<file path="config.mk">
export PLATFORM = sky130hd
export DESIGN_NAME = prewish5k_mask_scheduler_flat
export DESIGN_NICKNAME = d
export VERILOG_FILES = /design/src/rtl/prewish5k_mask_scheduler_if.sv /design/src/rtl/prewish5k_mask_scheduler.sv /design/src/flat_wrapper.sv
export SDC_FILE = /design/constraint.sdc
export NUM_CORES = 1
export LEC_CHECK = 0
export ABC_AREA = 1
export BUFFER_PORTS_ARGS = -buffer_cell sky130_fd_sc_hd__buf_4
export CORE_ASPECT_RATIO = 1.25
export CORE_MARGIN = 8
export CORE_UTILIZATION = 35
export DETAILED_ROUTE_END_ITERATION = 12
export PLACE_DENSITY_LB_ADDON = 0.12
export RECOVER_POWER = 100
export SLEW_MARGIN = 20
export SYNTH_ARGS = -nofsm -noshare
export SYNTH_HDL_FRONTEND = slang
export SYNTH_SLANG_ARGS = --single-unit
</file>
<file path="constraint.sdc">
create_clock -name CLK_I -period 3.5 [get_ports CLK_I]
set_input_delay 1.05 -clock CLK_I [delete_from_list [all_inputs] [get_ports CLK_I]]
set_output_delay 1.05 -clock CLK_I [all_outputs]
set_load 0.05 [all_outputs]
</file>
<file path="src/rtl/prewish5k_mask_scheduler_if.sv">
// Command and mentor-load bus of the mask scheduler.
// The scheduler side uses the slave modport; the controller/mentor side uses master.
interface prewish5k_mask_scheduler_if #(
    parameter int unsigned SLOT_BITS = 2
);
    logic                 STB_I;
    logic [1:0]           CMD_I;
    logic [SLOT_BITS-1:0] ADR_I;
    logic [7:0]           DAT_I;
    logic                 ACK_O;
    logic                 STB_O;
    logic [7:0]           DAT_O;

    modport slave (
        input  STB_I, CMD_I, ADR_I, DAT_I,
        output ACK_O, STB_O, DAT_O
    );

    modport master (
        output STB_I, CMD_I, ADR_I, DAT_I,
        input  ACK_O, STB_O, DAT_O
    );
endinterface

</file>
<file path="src/rtl/prewish5k_mask_scheduler.sv">
// Mask playlist scheduler: holds a table of blink masks and replays them to the mentor
// as one-cycle strobes, in slot order, spaced by a programmable dwell period.
module prewish5k_mask_scheduler #(
    parameter int unsigned SLOT_BITS     = 2,
    parameter int unsigned DWELL_BITS    = 24,
    parameter int unsigned DEFAULT_DWELL = 12000000,
    parameter int unsigned ALIVE_BITS    = 22
) (
    input  logic                          CLK_I,
    input  logic                          RST_I,
    prewish5k_mask_scheduler_if.slave     bus,
    output logic                          o_running,
    output logic [SLOT_BITS-1:0]          o_slot,
    output logic                          o_alive
);
    localparam int unsigned DEPTH = 2 ** SLOT_BITS;
    localparam logic [1:0] CMD_WRITE = 2'b00;
    localparam logic [1:0] CMD_START = 2'b01;
    localparam logic [1:0] CMD_STOP  = 2'b10;
    localparam logic [1:0] CMD_DWELL = 2'b11;

    typedef enum logic [1:0] {StIdle, StEmit, StDwell} state_e;

    state_e                r_state;
    logic [7:0]            r_table [DEPTH];
    logic [DWELL_BITS-1:0] r_reload;
    logic [DWELL_BITS-1:0] r_cnt;
    logic [SLOT_BITS-1:0]  r_slot;
    logic [SLOT_BITS-1:0]  r_last;
    logic [SLOT_BITS-1:0]  r_oslot;
    logic [ALIVE_BITS-1:0] r_alive;
    logic                  r_ack;
    logic                  r_stb;
    logic [7:0]            r_dat;
    logic                  r_running;

    logic                  w_write;
    logic                  w_start;
    logic                  w_stop;
    logic                  w_dwell;
    logic [7:0]            w_coarse;
    logic [DWELL_BITS-1:0] w_dwell_val;
    logic [SLOT_BITS-1:0]  w_slot_next;

    assign w_write     = bus.STB_I && (bus.CMD_I == CMD_WRITE);
    assign w_start     = bus.STB_I && (bus.CMD_I == CMD_START);
    assign w_stop      = bus.STB_I && (bus.CMD_I == CMD_STOP);
    assign w_dwell     = bus.STB_I && (bus.CMD_I == CMD_DWELL);
    // A zero coarse value would stall the sequence, so it is promoted to 1.
    assign w_coarse    = (bus.DAT_I == 8'd0) ? 8'd1 : bus.DAT_I;
    assign w_dwell_val = {w_coarse, {(DWELL_BITS - 8){1'b0}}};
    assign w_slot_next = (r_slot == r_last) ? '0 : r_slot + SLOT_BITS'(1);

    always_ff @(posedge CLK_I) begin
        if (RST_I) begin
            r_state   <= StIdle;
            r_reload  <= DWELL_BITS'(DEFAULT_DWELL);
            r_cnt     <= '0;
            r_slot    <= '0;
            r_last    <= '0;
            r_oslot   <= '0;
            r_alive   <= '0;
            r_ack     <= 1'b0;
            r_stb     <= 1'b0;
            r_dat     <= 8'd0;
            r_running <= 1'b0;
            for (int i = 0; i < DEPTH; i++) begin
                r_table[i] <= 8'd0;
            end
        end else begin
            r_ack   <= bus.STB_I;
            r_stb   <= 1'b0;
            r_alive <= r_alive + ALIVE_BITS'(1);
            // START/STOP take priority over whatever the sequencer had pending.
            if (w_start) begin
                r_last    <= bus.ADR_I;
                r_slot    <= '0;
                r_running <= 1'b1;
                r_state   <= StEmit;
            end else if (w_stop) begin
                r_running <= 1'b0;
                r_state   <= StIdle;
            end else begin
                unique case (r_state)
                    StEmit: begin
                        r_stb   <= 1'b1;
                        r_dat   <= r_table[r_slot];
                        r_oslot <= r_slot;
                        if (r_reload == DWELL_BITS'(1)) begin
                            r_slot <= w_slot_next;
                        end else begin
                            // EMIT and the expiry cycle account for two clocks of the period.
                            r_cnt   <= r_reload - DWELL_BITS'(2);
                            r_state <= StDwell;
                        end
                    end
                    StDwell: begin
                        if (r_cnt == '0) begin
                            r_slot  <= w_slot_next;
                            r_state <= StEmit;
                        end else begin
                            r_cnt <= r_cnt - DWELL_BITS'(1);
                        end
                    end
                    default: ;
                endcase
            end
            if (w_write) begin
                r_table[bus.ADR_I] <= bus.DAT_I;
            end
            if (w_dwell) begin
                r_reload <= w_dwell_val;
            end
        end
    end

    assign bus.ACK_O = r_ack;
    assign bus.STB_O = r_stb;
    assign bus.DAT_O = r_dat;
    assign o_running = r_running;
    assign o_slot    = r_oslot;
    assign o_alive   = r_alive[ALIVE_BITS-1];
endmodule

</file>
<file path="src/flat_wrapper.sv">
// flat-port wrapper written by rule: the top's interface ports become plain ports
module prewish5k_mask_scheduler_flat 
#(
    parameter int unsigned SLOT_BITS     = 2,
    parameter int unsigned DWELL_BITS    = 24,
    parameter int unsigned DEFAULT_DWELL = 12000000,
    parameter int unsigned ALIVE_BITS    = 22
)
  (CLK_I, RST_I, o_running, o_slot, o_alive, bus_STB_I, bus_CMD_I, bus_ADR_I, bus_DAT_I, bus_ACK_O, bus_STB_O, bus_DAT_O);
  prewish5k_mask_scheduler_if #(.SLOT_BITS(SLOT_BITS)) bus_i ();
  input  logic CLK_I;
  input  logic RST_I;
  output logic o_running;
  output logic [SLOT_BITS-1:0] o_slot;
  output logic o_alive;
  input wire logic [$bits(bus_i.STB_I)-1:0] bus_STB_I;
  input wire logic [$bits(bus_i.CMD_I)-1:0] bus_CMD_I;
  input wire logic [$bits(bus_i.ADR_I)-1:0] bus_ADR_I;
  input wire logic [$bits(bus_i.DAT_I)-1:0] bus_DAT_I;
  output wire logic [$bits(bus_i.ACK_O)-1:0] bus_ACK_O;
  output wire logic [$bits(bus_i.STB_O)-1:0] bus_STB_O;
  output wire logic [$bits(bus_i.DAT_O)-1:0] bus_DAT_O;
  assign bus_i.STB_I = bus_STB_I;
  assign bus_i.CMD_I = bus_CMD_I;
  assign bus_i.ADR_I = bus_ADR_I;
  assign bus_i.DAT_I = bus_DAT_I;
  assign bus_ACK_O = bus_i.ACK_O;
  assign bus_STB_O = bus_i.STB_O;
  assign bus_DAT_O = bus_i.DAT_O;
  prewish5k_mask_scheduler #(.SLOT_BITS(SLOT_BITS), .DWELL_BITS(DWELL_BITS), .DEFAULT_DWELL(DEFAULT_DWELL), .ALIVE_BITS(ALIVE_BITS)) u_core (.CLK_I(CLK_I), .RST_I(RST_I), .bus(bus_i), .o_running(o_running), .o_slot(o_slot), .o_alive(o_alive));
endmodule
</file>
==> load_flow_metrics.sql, run 1 <==
INSERT INTO impl_metrics (metric_group, metric, value, unit) VALUES
('status', 'run_status', 'completed', ''),
('timing', 'finalCriticalPeriod', '2.78', 'ns'),
('drt', 'routed_wire_length_per_instance', '14.0', 'um'),
('worst_setup_path', 'critical_path.most_common_cell', 'sky130_fd_sc_hd__nand2_1', ''),
('synth', 'post_synth_main_area_contributors', 'sky130_fd_sc_hd__dfxtp_1, sky130_fd_sc_hd__edfxtp_1, sky130_fd_sc_hd__nor2_1', ''),
('clocking', 'cts.repair_timing.setup_buffer_count', '0', ''),
('worst_setup_path', 'timing.critical_path.from_type', 'primary input', ''),
('grt', 'antenna_found_initial', '0', ''),
('clocking', 'post_cts_resize_count', '0', ''),
('worst_setup_path', 'slowest_stage', 'sky130_fd_sc_hd__nand2_1', ''),
('grt', 'grt.busiest_layer', 'met2', ''),
('drt', 'drc', '0', ''),
('hold_path', 'timing.hold.worst.class', 'reg -> reg', ''),
('synth', 'synthesis.instances', '742', ''),
('grt', 'grt_pass1_vias', '4658', ''),
('placed_design', 'routabilityCongestion', '0.854', ''),
('grt', 'maximum_number_of_pins_on_one_net_before_global_route_repair', '47', ''),
('worst_setup_path', 'crit-reg2reg-launch', 'u_core.r_cnt[1]$_SDFFE_PP0P_', ''),
('floorplanning', 'starting_utilization_of_the_core_area', '35.7', '%'),
('synth', 'synthArstFlopShare', '0', '%'),
('floorplanning', 'floorplan.die.width', '127', 'um'),
('cells_and_area', 'num-fill-cells', '1596', ''),
('synth', 'synth_top_area_cell', 'sky130_fd_sc_hd__dfxtp_1', ''),
('synth', 'synth.cell_area', '5360', 'um^2'),
('drt', 'ant_nets', '0', ''),
('clocking', 'tritoncts_num_sinks', '106', ''),
('worst_setup_path', 'timing.critical_path.cells', 'buf_4, nand3_1, nand2_1, inv_1, nand3_4, nand2_1, nand2_1, nor2_1, nor2_1', ''),
('worst_setup_path', 'crit_path_max_incr_delay', '0.71', 'ns'),
('worst_setup_path', 'critical_path_peak_fanout', '24', ''),
('synth', 'yosys-top-cells-count', 'sky130_fd_sc_hd__nor2_1, sky130_fd_sc_hd__nand2_1, sky130_fd_sc_hd__dfxtp_1', ''),
('worst_setup_path', 'regToRegEndpoint', 'u_core.r_cnt[10]$_SDFFE_PP0P_', ''),
('grt', 'grt_util_met3', '2.10', '%'),
('grt', 'grt_overflow', '0', ''),
('drt', 'viasPerCell', '4.96', ''),
('synth', 'ys_dominant_reg_cell', 'sky130_fd_sc_hd__dfxtp_1', ''),
('synth', 'mappedNetlistNets', '763', ''),
('cells_and_area', 'syn_to_final_growth', '11.1', '%'),
('timing', 'report.final.setup_viol', '0', ''),
('timing', 'final_hold_viol_count', '0', ''),
('hold_path', 'min-delay-start', 'u_core.r_alive[0]$_SDFF_PP0_', ''),
('synth', 'netlist.area_leader.share', '27.6', '%'),
('clocking', 'ctsLongestPathBuffers', '2', ''),
('floorplanning', 'core_box_area', '15000', 'um^2'),
('floorplanning', 'die_area', '19600', 'um^2'),
('worst_setup_path', 'worst-r2r-cell-count', '10', ''),
('timing', 'clock-skew-final', '0.00945', 'ns'),
('pwr', 'vdd_drop_max', '0.288', 'mV'),
('clocking', 'worstSkewPairLatency', '0.35', 'ns'),
('synth', 'yosysMostFrequentCell', 'sky130_fd_sc_hd__nor2_1', ''),
('cells_and_area', 'drive_gt1_share', '7.01', '%'),
('synth', 'synth_edf_count', '32', ''),
('clocking', 'tritoncts', 'done', ''),
('timing', 'timing.max_slew.rel_slack', '7.78', '%'),
('placed_design', 'dpl_cell_area', '5740', 'um^2'),
('placed_design', 'placed_insts', '936', ''),
('drt', 'routed_wirelength', '13.3', 'mm'),
('grt', 'grt_util_met1', '17.0', '%'),
('grt', 'gr-usage-met2', '24.9', '%'),
('cells_and_area', 'n_antenna_cell', '0', ''),
('synth', 'synth-seq-area-share', '45.5', '%'),
('timing', 'rsz0062_at_grt', 'no', ''),
('pwr', 'p_leak', '2.48', 'nW'),
('clocking', 'path_clk_slew', '0.08', 'ns'),
('synth', 'synth.avg_cell_area', '7.23', 'um^2'),
('floorplanning', 'io_pins', '29', ''),
('worst_setup_path', 'cp_data_required_time', '3.75', 'ns'),
('clocking', 'numCtsBuffers', '9', ''),
('drt', 'drt_pass1_iterations', '4', ''),
('worst_setup_path', 'timing.critical_path.arrival', '3.02', 'ns'),
('job', 'timing.max_cap.violations', '0', ''),
('clocking', 'cts_root_buffer', 'sky130_fd_sc_hd__clkbuf_16', '');
-- cell families after synthesis --
logic type                 count (synthesis)  synth area share [%]
buffers and inverters                     95                  7.21
xor gates and xnor gates                   8                  1.31
and+or+nand+nor                          423                  34.1
adders and majority gates                  6                  1.40
DFF                                      106                  45.5
AOI/OAI and AO/OA                        104                  10.5
-- cells in the final DEF (no fill, tap or decap), drive strengths merged, types with 17 or more instances in the layout --
cell type	synthesis	final
a21oi	44	44
nand3	55	55
buf	13	17
clkbuf	11	28
nor2	182	182
dfxtp	74	74
inv	67	71
edfxtp	32	32
nand2	150	150
o21ai	47	47
-- worst max-delay path by stage --
stage | end | slack, ns | from
2_1_floorplan | u_core.r_table[2][0]$_SDFFCE_PN0P_ | 1.16 | RST_I
3_3_place_gp | u_core.r_cnt[10]$_SDFFE_PP0P_ | 0.73 | bus_CMD_I[1]
3_5_place_dp | u_core.r_cnt[10]$_SDFFE_PP0P_ | 0.68 | bus_CMD_I[1]
4_1_cts | u_core.r_cnt[10]$_SDFFE_PP0P_ | 1.04 | bus_CMD_I[1]
5_1_grt | u_core.r_cnt[8]$_SDFFE_PP0P_ | 0.50 | bus_STB_I
6_report | u_core.r_cnt[10]$_SDFFE_PP0P_ | 0.72 | bus_CMD_I[1]
-- cell type report --
cell class                      instances  area (um^2)  share of cell area, %
Multi-Input combinational cell        541         2520                   42.3
Sequential cell                       106         2440                   41.0
Inverter                               71          267                   4.47
Tap cell                              182          228                   3.82
Clock buffer                            9          225                   3.78
Timing Repair Buffer                   36          199                   3.34
Clock inverter                          7         78.8                   1.32
-- critical path, delay by kind of cell --
family                 cells  cell delay [ns]
AND/OR/NAND/NOR            7             1.71
buffers and inverters      2             0.26
-- routing by layer --
layer | wire [um] | vias to the layer above | part of all wire [%]
met2 | 6550 | 63 | 49
met3 | 357 | 17 | 2.7
met4 | 270 | 0 | 2.0
met5 | 0 | - | 0
met1 | 6140 | 2176 | 46
li1 | - | 2463 | -
-- metrics by stage --
step | util [%] | worst slack [ns] | total power, mW | hold slack [ns]
2_1_floorplan | - | 1.16 | 3.66 | 0.418
3_3_place_gp | 38.2 | 0.734 | 4.22 | 0.428
3_5_place_dp | 38.2 | 0.680 | 4.25 | 0.441
4_1_cts | 40.3 | 1.04 | 5.29 | 0.456
5_1_grt | 39.7 | 0.498 | 5.67 | 0.491
6_report | 39.7 | 0.723 | 5.20 | 0.457
-- sequential cells by signal, summed over array words and instances, names as in the netlist --
| signal | cells |
|---|---|
| u_core.r_table | 32 |
| u_core.r_cnt | 24 |
| u_core.r_alive | 22 |
| u_core.r_reload | 9 |
| u_core.bus.DAT_O | 8 |
| u_core.o_slot | 2 |
| u_core.r_last | 2 |
| u_core.r_slot | 2 |
| u_core.r_state | 2 |
| u_core.bus.ACK_O | 1 |
| u_core.bus.STB_O | 1 |
| u_core.o_running | 1 |
-- power by group --
part	leakage [nW]	switching, mW	total (mW)	internal, mW
sequential	0.909	0.203	1.69	1.49
combinational	1.42	1.70	2.47	0.779
clock	0.148	0.518	1.03	0.510
total	2.48	2.42	5.20	2.78
(Power assumes the default switching activity.)
==> run 2, diff against run 1 <==
clock period = 2.6 ns   (was 3.5 ns; I/O delays follow)
==> run 2 against run 1 <==
Compared with the run above: clock skew fell by 0.0028 ns; core utilization rose by 0.18 points; critical path depth fell by 8; flip-flop and latch count did not move; highest routed layer unchanged; clock power rose by 33%; total power rose by 35%; clock-buffer cell count did not move; cell count rose by 0.53%; design area rose by 0.46%.
==> load_flow_metrics.sql, run 2 (synthesized netlist as in run 1, its figures left out) <==
INSERT INTO impl_metrics (metric_group, metric, value, unit) VALUES
('clocking', 'tritoncts_num_sinks', '106', ''),
('grt', 'grtUsageTotal', '14.4', '%'),
('worst_setup_path', 'slowest_stage', 'sky130_fd_sc_hd__clkbuf_1', ''),
('timing', 'rsz0062_at_grt', 'no', ''),
('timing', 'final.setup.tns', '0', 'ns'),
('clocking', 'numCtsBuffers', '9', ''),
('placed_design', 'placed_insts', '941', ''),
('grt', 'antenna_found_initial', '0', ''),
('cells_and_area', 'drive_gt1_share', '8.00', '%'),
('pwr', 'vdd_drop_max', '0.430', 'mV'),
('worst_setup_path', 'timing.reg2reg.setup_slack', '0.71', 'ns'),
('timing', 'finalWorstSetupSlack', '0.529', 'ns'),
('clocking', 'clock_tree.htree_level_count', '3', ''),
('hold_path', 'worstHoldEndpoint', 'u_core.r_alive[0]$_SDFF_PP0_', ''),
('drt', 'routed_wire_length_per_instance', '14.2', 'um'),
('placed_design', 'io_buffers', '28', ''),
('worst_setup_path', 'worst-r2r-cell-count', '8', ''),
('floorplanning', 'core_box_area', '15000', 'um^2'),
('floorplanning', 'die_h', '154', 'um'),
('cells_and_area', 'fin_nets', '791', ''),
('drt', 'ant_nets', '0', ''),
('timing', 'timing.max_slew.rel_slack', '9.66', '%'),
('cells_and_area', 'final_cell_mix', 'sky130_fd_sc_hd__nor2_1, sky130_fd_sc_hd__nand2_1, sky130_fd_sc_hd__dfxtp_1, sky130_fd_sc_hd__inv_1, sky130_fd_sc_hd__nand3_1', ''),
('worst_setup_path', 'crit-reg2reg-launch', 'u_core.r_state[0]$_SDFFE_PP0P_', ''),
('drt', 'viasPerCell', '4.90', ''),
('worst_setup_path', 'cp_endpoint_kind', 'output pin', ''),
('worst_setup_path', 'buffers_and_inverters_on_the_worst_path', '1', ''),
('timing', 'final_hold_viol_count', '0', ''),
('worst_setup_path', 'crit_path_max_incr_delay', '0.52', 'ns'),
('placed_design', 'dp_slack', '0.352', 'ns'),
('cells_and_area', 'syn_to_final_growth', '11.6', '%'),
('status', 'run_status', 'completed', ''),
('floorplanning', 'die_area', '19600', 'um^2'),
('pwr', 'cellPowerDensity', '1170', 'nW/um^2'),
('clocking', 'tritoncts', 'done', ''),
('clocking', 'path_clk_slew', '0.07', 'ns'),
('drt', 'drt_pass1_iterations', '4', ''),
('floorplanning', 'placement_rows', '50', ''),
('worst_setup_path', 'timing.critical_path.arrival', '1.29', 'ns'),
('placed_design', 'detailed_place_hpwl', '9.61', 'mm'),
('timing', 'timing_max_transition_violations_final', '0', ''),
('cells_and_area', 'layout.cells.most_common', 'sky130_fd_sc_hd__nor2_1', ''),
('worst_setup_path', 'timing.critical_path.from_type', 'flop', ''),
('cells_and_area', 'n_antenna_cell', '0', ''),
('cells_and_area', 'registers_with_the_highest_flip_flop_counts', 'u_core.r_table (32), u_core.r_cnt (24), u_core.r_alive (22)', ''),
('cells_and_area', 'num-fill-cells', '1612', ''),
('job', 'timing.max_cap.violations', '0', ''),
('floorplanning', 'starting_utilization_of_the_core_area', '35.7', '%'),
('timing', 'worstMarginPinSlew', '1.36', 'ns'),
('timing', 'clock-skew-final', '0.00662', 'ns'),
('pwr', 'p_leak', '2.48', 'nW'),
('worst_setup_path', 'path_class', 'reg -> out', ''),
('clocking', 'cts_root_buffer', 'sky130_fd_sc_hd__clkbuf_16', ''),
('clocking', 'worstSkewPairLatency', '0.36', 'ns'),
('timing', 'hold_ws', '0.458', 'ns'),
('timing', 'report.final.setup_viol', '0', ''),
('hold_path', 'timing.hold.worst.class', 'reg -> reg', ''),
('grt', 'grt_overflow', '0', ''),
('clocking', 'postCtsHoldBufs', '0', ''),
('timing', 'period_share', '79.6', '%'),
('hold_path', 'min-delay-start', 'u_core.r_alive[0]$_SDFF_PP0_', ''),
('clocking', 'ctsLongestPathBuffers', '2', ''),
('worst_setup_path', 'cp_data_required_time', '1.82', 'ns'),
('worst_setup_path', 'regToRegEndpoint', 'u_core.r_cnt[13]$_SDFFE_PP0P_', ''),
('clocking', 'cts.repair_timing.setup_buffer_count', '0', ''),
('drt', 'route.vias.total', '4687', ''),
('worst_setup_path', 'cpLargestDelayFamily', 'buffers and inverters', ''),
('cells_and_area', 'final_cells', '957', ''),
('placed_design', 'routabilityCongestion', '0.833', ''),
('grt', 'maximum_number_of_pins_on_one_net_before_global_route_repair', '47', ''),
('floorplanning', 'io_pins', '29', ''),
('cells_and_area', 'largest_register_ffs', '32', ''),
('drt', 'drc', '0', ''),
('cells_and_area', 'regMostFlops', 'u_core.r_table', ''),
('worst_setup_path', 'worstSetupPathDepth', '1', ''),
('timing', 'achievable-frequency', '0.483', 'GHz'),
('hold_path', 'timing.hold.worst_path_depth', '1', ''),
('clocking', 'post_cts_resize_count', '0', ''),
('timing', 'finalCriticalPeriod', '2.07', 'ns'),
('floorplanning', 'floorplan.die.width', '127', 'um'),
('drt', 'routed_wirelength', '13.6', 'mm'),
('drt', 'detailedRoute.firstIterationViolations', '240', ''),
('grt', 'grt_pass1_vias', '4469', ''),
('grt', 'grt_pass1_wl', '22.6', 'mm'),
('worst_setup_path', 'critical_path_peak_fanout', '2', ''),
('worst_setup_path', 'timing.critical_path.cells', 'clkbuf_1', '');
run 2: changes by cell type in the layout (fill, tap and decap cells not counted), sizes merged:
cell	change
clkbuf	+3
clkinv	-2
clkinvlp	+2
buf	+2
run 2: through the flow:
step | instance area [um^2] | total power [mW] | util (%)
after CTS | 6070 | 7.11 | 40.5
after global placement | 5780 | 5.69 | 38.5
final | 5990 | 6.99 | 39.9
after floorplan | 5360 | 4.93 | -
after detailed placement | 5780 | 5.72 | 38.5
after global routing | 5990 | 7.62 | 39.9
run 2: worst max path at each step:
stage	startpoint	to	slack, ns
2_1_floorplan	RST_I	u_core.r_table[2][0]$_SDFFCE_PN0P_	0.53
3_3_place_gp	bus_CMD_I[1]	u_core.r_cnt[14]$_SDFFE_PP0P_	0.40
3_5_place_dp	bus_CMD_I[1]	u_core.r_cnt[13]$_SDFFE_PP0P_	0.35
5_1_grt	RST_I	u_core.r_slot[1]$_SDFFE_PP0P_	0.40
4_1_cts	u_core.r_state[0]$_SDFFE_PP0P_	u_core.r_cnt[13]$_SDFFE_PP0P_	0.70
6_report	u_core.o_running$_SDFFE_PP0N_	o_running	0.53
run 2: report_power, final:
group	internal, mW	switching (mW)	leakage (nW)
Clock	0.676	0.690	0.138
Combinational	1.06	2.29	1.44
Sequential	2.01	0.271	0.909
Total	3.74	3.25	2.48
run 2: routing by layer:
layer | wire [um] | vias up | track usage [%]
met5 | 0 | - | 0
met4 | 279 | 0 | 6.25
met3 | 468 | 15 | 2.41
met2 | 6600 | 66 | 24.6
met1 | 6280 | 2119 | 17.6
li1 | - | 2487 | -
run 2: area by class of cell:
class / count / area (um^2) / area share (%)
Timing Repair Buffer: 41 / 226 / 3.78
Clock buffer: 9 / 225 / 3.76
Clock inverter: 7 / 68.8 / 1.15
Tap cell: 182 / 228 / 3.80
Sequential cell: 106 / 2440 / 40.8
Multi-Input combinational cell: 541 / 2530 / 42.3
Inverter: 71 / 267 / 4.45
